**config.mk**
```make
export PLATFORM = sky130hd
export DESIGN_NAME = muldiv_unit
export DESIGN_NICKNAME = d
export VERILOG_FILES = /design/src/rtl/muldiv_unit.sv
export SDC_FILE = /design/constraint.sdc
export NUM_CORES = 2
export LEC_CHECK = 0
export CAP_MARGIN = 15
export CORE_UTILIZATION = 35
export DETAILED_ROUTE_END_ITERATION = 8
export PLACE_DENSITY = 0.55
export SETUP_SLACK_MARGIN = 0.5
export SYNTH_ARGS = -nofsm -noshare
export SYNTH_HDL_FRONTEND = slang
export SYNTH_SLANG_ARGS = --single-unit
```
**constraint.sdc**
```tcl
create_clock -name clk -period 12.7 [get_ports clk]
set_clock_uncertainty 0.2 [all_clocks]
set_input_delay 2.54 -clock clk [delete_from_list [all_inputs] [get_ports clk]]
set_output_delay 2.54 -clock clk [all_outputs]
set_load 0.05 [all_outputs]
```
**src/rtl/muldiv_unit.sv**
```systemverilog
// muldiv_unit: multi-cycle RV32M multiply/divide unit for the EXE stage.
// Multiplies complete after MUL_STAGES cycles; divides use a radix-2 restoring
// loop of WIDTH iterations; stall_o holds EXE until the done_o cycle.
module muldiv_unit #(
    parameter int unsigned WIDTH         = 32,
    parameter int unsigned MUL_STAGES    = 3,
    parameter int unsigned DIV_EARLY_OUT = 1
) (
    input  logic             clk,
    input  logic             rst,
    input  logic             valid_i,
    input  logic [2:0]       op_i,
    input  logic [WIDTH-1:0] a_i,
    input  logic [WIDTH-1:0] b_i,
    input  logic             flush_i,
    output logic             stall_o,
    output logic             busy_o,
    output logic             done_o,
    output logic [WIDTH-1:0] result_o
);

    localparam int unsigned PW           = 2 * WIDTH;
    localparam int unsigned CNT_MAX      = (WIDTH > MUL_STAGES) ? WIDTH : MUL_STAGES;
    localparam int unsigned CNT_W        = $clog2(CNT_MAX + 1);
    localparam int unsigned MUL_CNT_INIT = (MUL_STAGES > 1) ? (MUL_STAGES - 2) : 0;

    typedef enum logic [1:0] {IDLE, MUL, DIV, FIN} state_t;

    state_t            state;
    logic [1:0]        op_q;
    logic [CNT_W-1:0]  cnt;
    logic [PW-1:0]     prod_q;
    logic [WIDTH-1:0]  quo_q;
    logic [WIDTH-1:0]  rem_q;
    logic [WIDTH-1:0]  dvs_q;
    logic              neg_q_q;
    logic              neg_r_q;

    logic              accept;
    logic              a_sgn;
    logic              b_sgn;
    logic signed [WIDTH:0] ea;
    logic signed [WIDTH:0] eb;
    logic [PW-1:0]     prod_c;
    logic              b_zero;
    logic              ovf;
    logic              early;
    logic [WIDTH-1:0]  early_res;
    logic              a_neg;
    logic              b_neg;
    logic [WIDTH-1:0]  a_mag;
    logic [WIDTH-1:0]  b_mag;
    logic [WIDTH:0]    shifted;
    logic              fits;
    logic [WIDTH-1:0]  quo_n;
    logic [WIDTH-1:0]  rem_n;
    logic [WIDTH-1:0]  q_fix;
    logic [WIDTH-1:0]  r_fix;
    logic [WIDTH-1:0]  div_res;

    // MUL returns the low half of the product, all other multiplies the high half.
    function automatic logic [WIDTH-1:0] mul_sel(input logic [1:0] op, input logic [PW-1:0] prod);
        return (op == 2'b00) ? prod[WIDTH-1:0] : prod[PW-1:WIDTH];
    endfunction

    // Accept decode, operand extension, early-out detection and divide setup.
    always_comb begin
        accept    = valid_i & (state == IDLE) & ~flush_i;
        a_sgn     = (op_i[1:0] == 2'b01) | (op_i[1:0] == 2'b10);
        b_sgn     = (op_i[1:0] == 2'b01);
        ea        = {a_sgn & a_i[WIDTH-1], a_i};
        eb        = {b_sgn & b_i[WIDTH-1], b_i};
        prod_c    = PW'(ea) * PW'(eb);
        b_zero    = (b_i == '0);
        ovf       = ~op_i[0] & (a_i == {1'b1, {(WIDTH-1){1'b0}}}) & (b_i == '1);
        early     = op_i[2] & (DIV_EARLY_OUT != 0) & (b_zero | ovf);
        if (op_i[1]) early_res = b_zero ? a_i : '0;
        else         early_res = b_zero ? '1 : a_i;
        a_neg     = ~op_i[0] & a_i[WIDTH-1];
        b_neg     = ~op_i[0] & b_i[WIDTH-1];
        a_mag     = a_neg ? -a_i : a_i;
        b_mag     = b_neg ? -b_i : b_i;
    end

    // One restoring-division step plus the sign fixup applied on the last step.
    always_comb begin
        shifted = {rem_q, quo_q[WIDTH-1]};
        fits    = (shifted >= {1'b0, dvs_q});
        rem_n   = fits ? (shifted[WIDTH-1:0] - dvs_q) : shifted[WIDTH-1:0];
        quo_n   = {quo_q[WIDTH-2:0], fits};
        q_fix   = neg_q_q ? -quo_n : quo_n;
        r_fix   = neg_r_q ? -rem_n : rem_n;
        div_res = op_q[1] ? r_fix : q_fix;
    end

    // Control FSM with operand latches, divider datapath and registered results.
    always_ff @(posedge clk) begin
        if (rst) begin
            state    <= IDLE;
            op_q     <= '0;
            cnt      <= '0;
            prod_q   <= '0;
            quo_q    <= '0;
            rem_q    <= '0;
            dvs_q    <= '0;
            neg_q_q  <= 1'b0;
            neg_r_q  <= 1'b0;
            done_o   <= 1'b0;
            result_o <= '0;
        end else begin
            done_o <= 1'b0;
            case (state)
                IDLE: begin
                    if (accept) begin
                        op_q    <= op_i[1:0];
                        prod_q  <= prod_c;
                        quo_q   <= a_mag;
                        rem_q   <= '0;
                        dvs_q   <= b_mag;
                        neg_q_q <= (a_neg ^ b_neg) & ~b_zero;
                        neg_r_q <= a_neg;
                        if (op_i[2]) begin
                            if (early) begin
                                result_o <= early_res;
                                done_o   <= 1'b1;
                                state    <= FIN;
                            end else begin
                                cnt   <= CNT_W'(WIDTH - 1);
                                state <= DIV;
                            end
                        end else if (MUL_STAGES == 1) begin
                            result_o <= mul_sel(op_i[1:0], prod_c);
                            done_o   <= 1'b1;
                            state    <= FIN;
                        end else begin
                            cnt   <= CNT_W'(MUL_CNT_INIT);
                            state <= MUL;
                        end
                    end
                end
                MUL: begin
                    if (flush_i) begin
                        state <= IDLE;
                    end else if (cnt == '0) begin
                        result_o <= mul_sel(op_q, prod_q);
                        done_o   <= 1'b1;
                        state    <= FIN;
                    end else begin
                        cnt <= cnt - CNT_W'(1);
                    end
                end
                DIV: begin
                    if (flush_i) begin
                        state <= IDLE;
                    end else begin
                        quo_q <= quo_n;
                        rem_q <= rem_n;
                        if (cnt == '0) begin
                            result_o <= div_res;
                            done_o   <= 1'b1;
                            state    <= FIN;
                        end else begin
                            cnt <= cnt - CNT_W'(1);
                        end
                    end
                end
                default: begin
                    state <= IDLE;
                end
            endcase
        end
    end

    assign busy_o  = (state != IDLE);
    assign stall_o = accept | ((state != IDLE) & (state != FIN));

endmodule
```
# After elaboration in Yosys (flattened, before gate mapping)
# Index checks and enable logic that the tools add are counted.
# word_totals
reg_bits	205
in_bits	71
out_inout_bits	35
# op_classes
add_sub_neg	6
mul	1
magnitude_cmp	1
eq_ne	18
mux	42
n_bitwise	18
reduce_logical	14
# op_table
op	n
two-way mux 32 bit	21
negation 32 bit	4
one-hot mux 32 bit (2 select lines)	2
one-hot mux 32 bit (3 select lines)	1
== test 32 bit, second input constant	2
multiplier 33 x 33 -> 64 bit	1
greater-or-equal comparator 33 x 32 -> 1 bit	1
logical NOT 32 bit	1
subtractor 32 bit	1
two-way mux 6 bit	5
!= test 2 bit, second input constant	10
one-hot mux 6 bit (2 select lines)	1
AND 1 bit	11
two-way mux 2 bit	4
AND reduction 8 bit	1
logical NOT 6 bit	1
two-way mux 1 bit	6
nonzero test 2 bit	3
subtractor 6 x 1 -> 6 bit, second input constant	1
AND reduction 5 bit	1
== test 2 x 1 -> 1 bit, second input constant	2
== test 2 bit, second input constant	2
logical NOT 2 bit	2
one-hot mux 2 bit (2 select lines)	1
other kinds (10)	15

# Longest topological paths before layout
# depth
depth_word	9
mapped_depth	35
mapped_depth_nobuf	32

# Least setup slack after synthesis
# No wires, ideal clock.
# synth_path
path_type	input to register
from	in op_i[1]
to	reg prod_q[60]
setup_time_ns	0.074
arrival_ns	11.130
required_time_ns	12.426
slack_ns	1.295
cell_stages	30
path_buffers	4
path_cell_list	inv_1 -> clkbuf_1 -> ha_1 -> nor2b_1 -> clkbuf_1 -> clkbuf_1 -> nand2_1 -> inv_1 -> fa_1 -> fa_1 -> fa_1 -> inv_1 -> fa_1 -> inv_1 -> fa_1 -> fa_1 -> inv_1 -> fa_1 -> fa_1 -> inv_1 -> ha_1 -> clkbuf_1 -> and4_1 -> nand3_1 -> o21ai_0 -> a311oi_1 -> o21ai_1 -> a21oi_1 -> or4b_2 -> a31oi_1
# synth_between
elab_chain_cells	4
# synth_lines
element	line_no	text
start: declaration	12	input logic [2:0] op_i,
== test 2 x 1 -> 1 bit or == test 2 bit (tied branches)	69, 70	
OR 1 bit	69	a_sgn = (op_i[1:0] == 2'b01) | (op_i[1:0] == 2'b10);
AND 1 bit	71	ea = {a_sgn & a_i[WIDTH-1], a_i};
multiplier 33 x 33 -> 64 bit (*)	73	prod_c = PW'(ea) * PW'(eb);
end signal: assignment	116	prod_q <= prod_c;
end: declaration	32	logic [PW-1:0] prod_q;
# Every way passes the cells marked *; elsewhere a longest branch is shown, timed or not.
# A chain may end at the register's enable or synchronous reset.

# Final worst setup path
# layout_path
from	in b_i[1]
to	reg prod_q[60]
# layout_between
elab_chain_cells	1
# layout_lines
element	line_no	text
start: declaration	14	input logic [WIDTH-1:0] b_i,
multiplier 33 x 33 -> 64 bit	73	
# No other way between the ends.

==> summary.txt <==
Row cnt - 141
RSZ-0062 raised after global routing - no
Setup crit end kind - register
Drt total wl - 176000 um
Slew margin rel. - 21.1%
Hold Path Depth - 2
Num ports - 106
Overall die area - 151000 um^2
Area of the core - 148000 um^2
P&R area growth vs syn - 6.47%
Final period util - 89.9%
FF-to-FF setup slack - 6.82 ns
Worst r2r dst - result_o[26]$_SDFFE_PP0P_
Yosys reg bits - 205
CP peak stage delay - 0.90 ns
Crit path required time - 13.00 ns
Final setup viols - 0
CTS tree - yes
R2r startpoint - dvs_q[26]$_SDFFE_PP0P_
DRT iter0 DRCs - 3226
Sink of the worst hold path - prod_q[9]$_SDFFE_PP0P_
Synth top area share - 43.0%
Main combinational cell family by area after synthesis - adder cells
Most common cell on crit path - fa_1
Synth top area cells - fa_1, inv_1, dfxtp_1
Post-route setup TNS - 0 ns
Net Count, Synth - 7679
Drt pass-1 iters - 5
Final Hold Fails - 0
Total congestion overflow - 0
Post-CTS Setup Bufs - 0
Post-route minimum period - 11.42 ns
Post-synth cell types - 92
TritonCTS Buffers - 24
Die Wd - 389 um
Avg Cell Area, Syn - 8.42 um^2
Ys flop type - dfxtp_1
Die height - 389 um
Detailed-route DRC error count - 0
Final ANT Viol Nets - 0
Post-CTS sizing - 0
Post-synth EDFFs - 0
Max-slew violation count - 0
Final core utilization - 37.7%
Post-Synth Simple-Gate Area - 16.9%
Largest net degree at the start of global routing - 87
CTS root buffer - clkbuf_16
Met3 Use GR - 2.73%
Clk buf depth - 3
Most utilized layer in the global route result - met2
Synth Area in Compound Gates - 9.51%
Most frequent cells after synthesis - inv_1, fa_1, nand2_1
GRT Util Overall - 23.6%
Via count of the routed design - 41752
Largest area contributor in the netlist - fa_1
Nets@finish - 7511
Vias in the first global route - 43808
Hold Startpoint - prod_q[9]$_SDFFE_PP0P_
Post-synthesis adder-cell area fraction - 49.5%
Max-cap violations - 0
Synth Area in XOR/XNOR - 3.46%
H-Tree Depth - 1
First-pass GRT wire length - 272000 um
WL/cell - 22.0 um
Max Clk Rate - 0.0876 GHz
Initial Utilization - 35.4%
Placer congestion estimate - 0.910
Slew @ Worst Pin - 1.18 ns
Most frequent cell after synthesis - inv_1
Global Route met1 Usage - 31.6%
Critical path type - in -> reg
Clk slew on worst S/H paths - 0.07 ns
Mux cell area share after synthesis - 0.971%
Crit path max fanout - 13
Sink Count - 205
GR Util met2 - 39.1%
Crit start category - input pin
Mapped Cells - 6226
Crit path max-delay cell type - clkdlybuf4s50_1
Min-Delay Path Class - reg -> reg
Clk_lat worst skew - 0.57 ns
CTS Hold Bufs - 0
Outcome - completed
DP HPWL - 140000 um
Arrival @ worst endpoint - 11.72 ns
Vias/cell - 5.21
Initial antenna violation count - 16
Layout cells sized above 1 - 4.40%
Ys async rst share - 0%
Path depth of the worst reg2reg path - 21
Syn. warnings - 0
Mapped Area - 52400 um^2
IO Port Bufs - 105
Sequential fraction of the synthesis area - 7.83%
worst max-delay path, delay by kind of cell:
kind / cells / cell delay, ns
compound gates: 8 / 1.87
fa+ha+maj: 9 / 4.13
buf+inv: 7 / 1.59
simple gates: 5 / 1.54
cells by family after synthesis:
group                      count (synthesis)
DFF                                      205
adders and majority gates               1401
AOI/OAI and AO/OA                        776
muxes                                     48
xor gates and xnor gates                 207
and+or+nand+nor                         1945
buffers and inverters                   1644
layer usage:
layer	routed length, um	up-vias
met5	87	-
met4	7080	14
met3	11200	264
met1	74900	21567
met2	82700	1329
li1	-	18578
state kept, by name (all words and copies together) (netlist names):
register / flops
cnt: 6
state: 2
op_q: 2
dvs_q: 32
rem_q: 32
neg_r_q: 1
result_o: 32
neg_q_q: 1
quo_q: 32
prod_q: 64
done_o: 1
final cells by class:
class / instances / area [um^2]
well taps: 1930 / 2410
clock inverters: 18 / 219
flip-flops and latches: 205 / 4110
inverters: 1239 / 4650
clock buffers: 25 / 614
repair buffers: 211 / 1670
diodes: 7 / 17.5
multi-input cells: 4377 / 42100
fillers: 15213 / 92400
worst max path at each step:
| stage | from | end | slack [ns] |
|---|---|---|---|
| after global routing | op_i[1] | prod_q[60]$_SDFFE_PP0P_ | 0.73 |
| final | b_i[1] | prod_q[60]$_SDFFE_PP0P_ | 1.28 |
| after floorplan | op_i[1] | prod_q[60]$_SDFFE_PP0P_ | 1.30 |
| after detailed placement | b_i[1] | prod_q[60]$_SDFFE_PP0P_ | 0.71 |
| after CTS | b_i[1] | prod_q[60]$_SDFFE_PP0P_ | 1.26 |
| after global placement | b_i[1] | prod_q[62]$_SDFFE_PP0P_ | 0.82 |
placed cells by master, fill, tap and decap left out, drive strengths merged, types with 43 or more instances in the layout:
cell           netlist  final
nor2               253    253
nor3                43     43
a21o                47     47
and2               346    346
xor2                85     85
xnor2              122    122
clkdlybuf4s50        0     55
fa                1126   1126
a211oi              54     54
a21oi              253    253
o21ai              165    165
inv               1239   1239
ha                 256    256
buf                106    156
dfxtp              205    205
nand2             1076   1076
per-stage QoR:
stage	instances	area, um^2	worst slack (ns)	hold slack, ns
finish	8012	55800	1.28	0.253
global route	8010	55800	0.728	0.268
CTS	8004	55800	1.26	0.253
detailed placement	7961	55000	0.705	0.241
global placement	7959	54900	0.824	0.236
floorplan	6226	52400	1.30	0.228
Power is not shown: default switching activity piles up to over one toggle a cycle in this logic, so the estimate is an artifact.
